$ cat src/rtl/lisa_rx_fifo.sv
// Receive FIFO fed by an 8N1 receiver through a level/acknowledge handshake.
// Latency: a byte captured in IDLE shows on dout/empty/level on the next cycle.
// Backpressure: no acknowledge while full; an offered byte then sets sticky ovr.
module lisa_rx_fifo #(
  parameter int DEPTH = 4,
  parameter int AW    = 2
) (
  input  logic          clk,
  input  logic          rst_n,
  input  logic [7:0]    rx_d,
  input  logic          rx_avail,
  output logic          rx_rd,
  input  logic          pop,
  output logic [7:0]    dout,
  output logic          empty,
  output logic          full,
  output logic [AW:0]   level,
  output logic          ovr,
  input  logic          ovr_clr
);

  localparam logic [AW:0] DEPTH_L = (AW+1)'(DEPTH);

  typedef enum logic [1:0] {
    IDLE = 2'd0,
    ACK  = 2'd1,
    WAIT = 2'd2
  } state_t;

  state_t          state_q;
  logic [7:0]      mem_q [DEPTH];
  logic [AW-1:0]   wr_ptr_q, wr_ptr_d;
  logic [AW-1:0]   rd_ptr_q, rd_ptr_d;
  logic [AW:0]     level_q,  level_d;
  logic            rx_rd_q;
  logic            ovr_q,    ovr_d;

  logic            push;
  logic            pop_ok;
  logic            ovr_set;

  // Full/empty come straight from the registered level, so the drain FSM
  // only ever looks at last cycle's occupancy.
  assign empty   = (level_q == '0);
  assign full    = (level_q == DEPTH_L);
  assign level   = level_q;
  assign dout    = mem_q[rd_ptr_q];
  assign rx_rd   = rx_rd_q;
  assign ovr     = ovr_q;

  // A push is only taken in IDLE; a pop on a full FIFO never frees room for
  // the same cycle, the offered byte waits for the next IDLE cycle.
  assign push    = (state_q == IDLE) && rx_avail && !full;
  assign pop_ok  = pop && !empty;
  assign ovr_set = (state_q == IDLE) && rx_avail && full;

  // Next-state for pointers, occupancy and the sticky overrun flag.
  always_comb begin
    wr_ptr_d = wr_ptr_q;
    rd_ptr_d = rd_ptr_q;
    level_d  = level_q;
    ovr_d    = ovr_q;
    if (push) begin
      wr_ptr_d = wr_ptr_q + AW'(1);
    end
    if (pop_ok) begin
      rd_ptr_d = rd_ptr_q + AW'(1);
    end
    case ({push, pop_ok})
      2'b10:   level_d = level_q + (AW+1)'(1);
      2'b01:   level_d = level_q - (AW+1)'(1);
      default: level_d = level_q;
    endcase
    // Set has priority over clear so an overrun is never lost.
    if (ovr_set) begin
      ovr_d = 1'b1;
    end else if (ovr_clr) begin
      ovr_d = 1'b0;
    end
  end

  // Pointer, level and overrun registers.
  always_ff @(posedge clk) begin
    if (!rst_n) begin
      wr_ptr_q <= '0;
      rd_ptr_q <= '0;
      level_q  <= '0;
      ovr_q    <= 1'b0;
    end else begin
      wr_ptr_q <= wr_ptr_d;
      rd_ptr_q <= rd_ptr_d;
      level_q  <= level_d;
      ovr_q    <= ovr_d;
    end
  end

  // Storage array; contents are deliberately left unreset.
  always_ff @(posedge clk) begin
    if (rst_n && push) begin
      mem_q[wr_ptr_q] <= rx_d;
    end
  end

  // Drain handshake: capture in IDLE, acknowledge for one cycle in ACK, then
  // hold in WAIT until the receiver drops rx_avail so each byte is taken once.
  always_ff @(posedge clk) begin
    if (!rst_n) begin
      state_q <= IDLE;
      rx_rd_q <= 1'b0;
    end else begin
      case (state_q)
        IDLE: begin
          if (push) begin
            state_q <= ACK;
            rx_rd_q <= 1'b1;
          end else begin
            rx_rd_q <= 1'b0;
          end
        end
        ACK: begin
          state_q <= WAIT;
          rx_rd_q <= 1'b0;
        end
        WAIT: begin
          rx_rd_q <= 1'b0;
          if (!rx_avail) begin
            state_q <= IDLE;
          end
        end
        default: begin
          state_q <= IDLE;
          rx_rd_q <= 1'b0;
        end
      endcase
    end
  end

endmodule

$ cat config.mk
export PLATFORM = sky130hd
export DESIGN_NAME = lisa_rx_fifo
export DESIGN_NICKNAME = d
export VERILOG_FILES = /design/src/rtl/lisa_rx_fifo.sv
export SDC_FILE = /design/constraint.sdc
export NUM_CORES = 1
export LEC_CHECK = 0
export CORE_MARGIN = 4
export CORE_UTILIZATION = 56
export DETAILED_ROUTE_END_ITERATION = 7
export PLACE_DENSITY = 0.8
export SLEW_MARGIN = 5
export SYNTH_ARGS = -nofsm -noshare
export SYNTH_HDL_FRONTEND = slang
export SYNTH_SLANG_ARGS = --single-unit
$ cat constraint.sdc
create_clock -name clk -period 5.2 [get_ports clk]
set_clock_uncertainty 0.05 [all_clocks]
set_input_delay 0.52 -clock clk [delete_from_list [all_inputs] [get_ports clk]]
set_output_delay 0.52 -clock clk [all_outputs]
set_load 0.01 [all_outputs]
Word-level counts from Yosys, hierarchy flattened
Memories as Yosys holds them, arrays and structs flattened. A register that Yosys moved wholly into a read port is not among the register bits.
Index checks and enable logic that the tools add are counted.
- bits of input ports: 13
- output and inout port bits: 15
- register bits: 11
- RAM bits: 32
- memories kept: 1
- logic and storage cells: 42
- muxes and demuxes: 11
- equal/unequal tests: 7
- reduce and logical (&&, ||, !) cells: 13
- $add $sub $neg: 4
- memories (memory ; words ; width ; rd ports ; clocked after memory_dff ; write ports ; line ; source):
    mem_q ; 4 ; 8 ; 1 ; 1 ; 1 ; 31 ; logic [7:0] mem_q [DEPTH];
- operators by type and width (operator ; number):
    $mux 2 ; 4
    $pmux 2 s3 ; 1
    $pmux 3 s2 ; 1
    $logic_and 1x1->1 ; 5
    $mux 1 ; 5
    $add 2x1->2 const B ; 2
    $eq 2x1->1 const B ; 2
    $eq 2x2->1 const B ; 2
    $ne 2x2->1 const B ; 2
    $reduce_and 2->1 ; 2
    $reduce_bool 2->1 ; 2
    $add 3x1->3 const B ; 1
    $eq 3x3->1 const B ; 1
    $logic_not 3->1 ; 1
    $sub 3x1->3 const B ; 1
    $logic_not 1->1 ; 2
    $logic_not 2->1 ; 1

Logic depth before layout (Yosys ltp)
- depth in word-level cells: 6
- depth in mapped cells: 10
- mapped depth without buffers: 9

Worst setup path before layout
OpenSTA, ideal clock, no wires.
- path type: register to register
- from: register level_q[2], in the netlist level[2]
- to: register level_q[2], in the netlist level[2]
- stages on the path, launching flop included: 11
- buffers on the path: 1
- slack: 2.834 ns
- library setup time: 0.070 ns
- required time: 5.080 ns
- period minus slack after synthesis: 2.366 ns
- arrival: 2.247 ns
- path through: dfxtp_1 > nor3b_2 > and3b_1 > buf_6 > inv_1 > ha_1 > inv_1 > fa_1 > xor2_1 > or3_1 > a21boi_1
- cells in the longest elaborated chain, start to end: 5
- elaborated cells between the ends (all ways): 12
- classes of those cells: 2 x add/sub; 3 x eq/ne; 1 x mux; 6 x reduce/logical
- RTL lines (item ; line ; source):
    start: declaration ; 34 ; logic [AW:0] level_q, level_d;
    start signal: assignment ; 92 ; level_q <= level_d;
    $eq 3x3->1 (*) ; 45 ; assign full = (level_q == DEPTH_L);
    net full ; 16 ; output logic full,
    $logic_not 1->1 (*) ; 53 ; assign push = (state_q == IDLE) && rx_avail && !full;
    $logic_and 1x1->1 (*) ; 53 ;
    $eq 2x1->1 or $eq 2x2->1 (tied branches) ; 69 ; case ({push, pop_ok})
    $pmux 3 s2 or $reduce_bool 2->1 (tied branches) ; -- ;
The timed path passes the listed nets; every way through them passes the cells marked *.
A chain may end at the register's enable or synchronous reset.

==> impl_metrics.json <==
{
  "io_pins": 28,
  "rsz0062_at_grt": "false",
  "period_minus_slack_ns": 2.67,
  "crit_fanout": 8,
  "wl_per_cell_um": 16.3,
  "setup_viol": 0,
  "first_iter_violations": 24,
  "worst_pin_slew_ns": 0.522,
  "cp_slowest_cell": "dfxtp_1",
  "powerDensity_nw_per_um2": 437,
  "worstHoldStart": "wr_ptr_q[1]$_SDFFE_PN0P_",
  "power_leakage_nw": 0.740,
  "design.core.area_um2": 3050,
  "final_max_slew_viol_count": 0,
  "postRouteAntennaNets": 0,
  "drv_cap": 0,
  "clk_pin_slew_ns": 0.12,
  "post_cts.repair.setup_buffers": 0,
  "syn-cell-area_um2": 1790,
  "max_stage_delay_ns": 0.67,
  "netlist.area_leader.share_pct": 53.7,
  "grt_overflow": 0,
  "grt_first_pass_wirelength_um": 5190,
  "die_h_um": 64.5,
  "area_delta_synth_final_pct": 21.1,
  "post-place-ws_ns": 2.49,
  "worstPathArrival_ns": 2.10,
  "rows": 20,
  "seq_area_frac_synth_pct": 68.3,
  "antenna_cells": 0,
  "initial_utilization_pct": 58.6,
  "irDropWorstVdd_mv": 0.296,
  "cts_num_sinks": 45,
  "netlist_top_cells_count": "edfxtp_1 (32), dfxtp_1 (13), mux4_2 (8), nand2_1 (8), inv_1 (7)",
  "netlist_top_cells_area": "edfxtp_1 (54%), dfxtp_1 (15%), mux4_2 (10%)",
  "drc": 0,
  "grt_usage_pct": 16.9,
  "worstPathRequired_ns": 4.63,
  "r2r-start": "level[2]$_SDFFE_PN0P_",
  "fmax_mhz": 374,
  "status": "finished, final reports clean",
  "clockBufferDepth": 2,
  "yosysTopAreaCell": "edfxtp_1",
  "async_flop_share_pct": 0,
  "p_comb_share_pct": 29.2,
  "synthCells": 109,
  "htree_levels": 2,
  "dpl.hpwl_um": 2170,
  "cts_resized": 0,
  "route.vias.total": 992,
  "synth_seq_cells": 45,
  "grt_max_degree": 19,
  "ctsHoldBuffers": 0,
  "firstDrtPassIters": 4,
  "start_kind": "flop",
  "setup_tns_ns": 0,
  "final_layout_size_suffix_gt1_share_pct": 11.4,
  "clkLatencyLatePin_ns": 0.35,
  "power_frac_seq_pct": 49.0,
  "hp-class": "flop to flop",
  "grt_pass1_vias": 1042,
  "synth_ff_type": "edfxtp_1",
  "crit_chain": "mux4_2 > clkdlybuf4s50_1",
  "slew_headroom_pct": 65.2,
  "switching_share_pct": 27.6,
  "cts_buffers": 5,
  "yosysWarnings": 0,
  "fin_crit_sh_pct": 51.4,
  "finalHoldViolCount": 0,
  "fin_hold_ws_ns": 0.459,
  "synth_edf_count": 32,
  "synthMostInstantiatedCell": "edfxtp_1",
  "finalWorstSetupSlack_ns": 2.53,
  "power.switching_mw": 0.261,
  "intPower_mw": 0.684,
  "nets": 158,
  "die_w_um": 64.5,
  "die_area_um2": 4160,
  "synthesis.nets": 128,
  "critical_path.top_delay_family": "flip-flops",
  "root_buffer": "clkbuf_4",
  "p_clk_share_pct": 21.8,
  "critPathBufInv": 1,
  "ys_types": 26,
  "tritoncts": "done",
  "syn_area_per_cell_um2": 16.4,
  "port_buffers": 27,
  "antenna_found_initial": 0,
  "drt-total-wl_um": 2990,
  "cp-end-kind": "primary output",
  "avgViaCountPerCell": 5.39,
  "routabilityCongestion": 0.720,
  "path_class": "flop to primary output"
}
[cell usage in the layout, fill, tap and decap left out, types with 3 or more instances in the layout]
| master | n |
|---|---|
| and3_1 | 4 |
| clkbuf_4 | 5 |
| dfxtp_1 | 13 |
| edfxtp_1 | 32 |
| clkdlybuf4s50_1 | 27 |
| o21ai_0 | 5 |
| ha_1 | 5 |
| inv_1 | 7 |
| mux2i_1 | 3 |
| mux4_2 | 8 |
| nand2_1 | 8 |
| and2_1 | 5 |
[routing by layer]
layer / wire length (um) / up-vias / global-route usage [%]
li1: - / 461 / -
met1: 1270 / 500 / 20.3
met2: 1510 / 25 / 28.6
met3: 163 / 6 / 5.72
met4: 48 / 0 / 5.54
met5: 0 / - / 0
[stage by stage]
step	cell area, um^2	total power [mW]	instances	utilization (%)
after floorplan	1790	0.626	109	-
after global placement	2090	0.739	176	68.4
after detailed placement	2090	0.751	176	68.4
after CTS	2160	0.952	184	70.9
after global routing	2160	1.00	184	70.9
final	2160	0.946	184	70.9
[worst min-delay path: cells and delay by family, from the launching register on]
family           cells  cell delay, ns
DFF                  1            0.36
muxes                1            0.05
and+or+nand+nor      1            0.06
[logic make-up (layout without fill, tap and decap cells)]
family	Yosys count	in the layout	share of synthesized area (%)
fa+ha+maj	6	6	4.62
compound gates	8	8	2.73
flops	45	45	68.3
buf+inv	11	42	2.80
mux	11	11	11.8
simple gates	26	26	8.82
xor+xnor	2	2	0.980
[final timing paths]
kind | end | slack (ns) | cells past startpoint
hold / removal | wr_ptr_q[1]$_SDFFE_PN0P_ | 0.46 | 2
setup / recovery | dout[0] | 2.53 | 2
hold reg to reg | wr_ptr_q[1]$_SDFFE_PN0P_ | 0.46 | 2
setup reg to reg | level[2]$_SDFFE_PN0P_ | 2.72 | 9
[registers in the layout (all words and copies together) (netlist names), named ones only]
signal    count
mem_q        32
level         3
rd_ptr_q      2
state_q       2
wr_ptr_q      2
ovr           1
rx_rd         1
[power groups by stage]
stage                     Combinational (mW)  Sequential, mW  Clock [mW]
after floorplan                        0.172           0.454           0
after global placement                 0.268           0.472           0
after global routing                   0.302           0.472       0.229
final                                  0.276           0.463       0.206
after detailed placement               0.279           0.472           0
after CTS                              0.280           0.464       0.208
[layout make-up]
| class | count | area (um^2) |
|---|---|---|
| multi-input combinational | 53 | 517 |
| clock buffer | 6 | 41.3 |
| timing repair buffer | 27 | 270 |
| tap | 44 | 55.1 |
| sequential | 45 | 1220 |
| inverter | 7 | 26.3 |
| fill | 226 | 888 |
| clock inverter | 2 | 33.8 |
(Power assumes the default switching activity.)
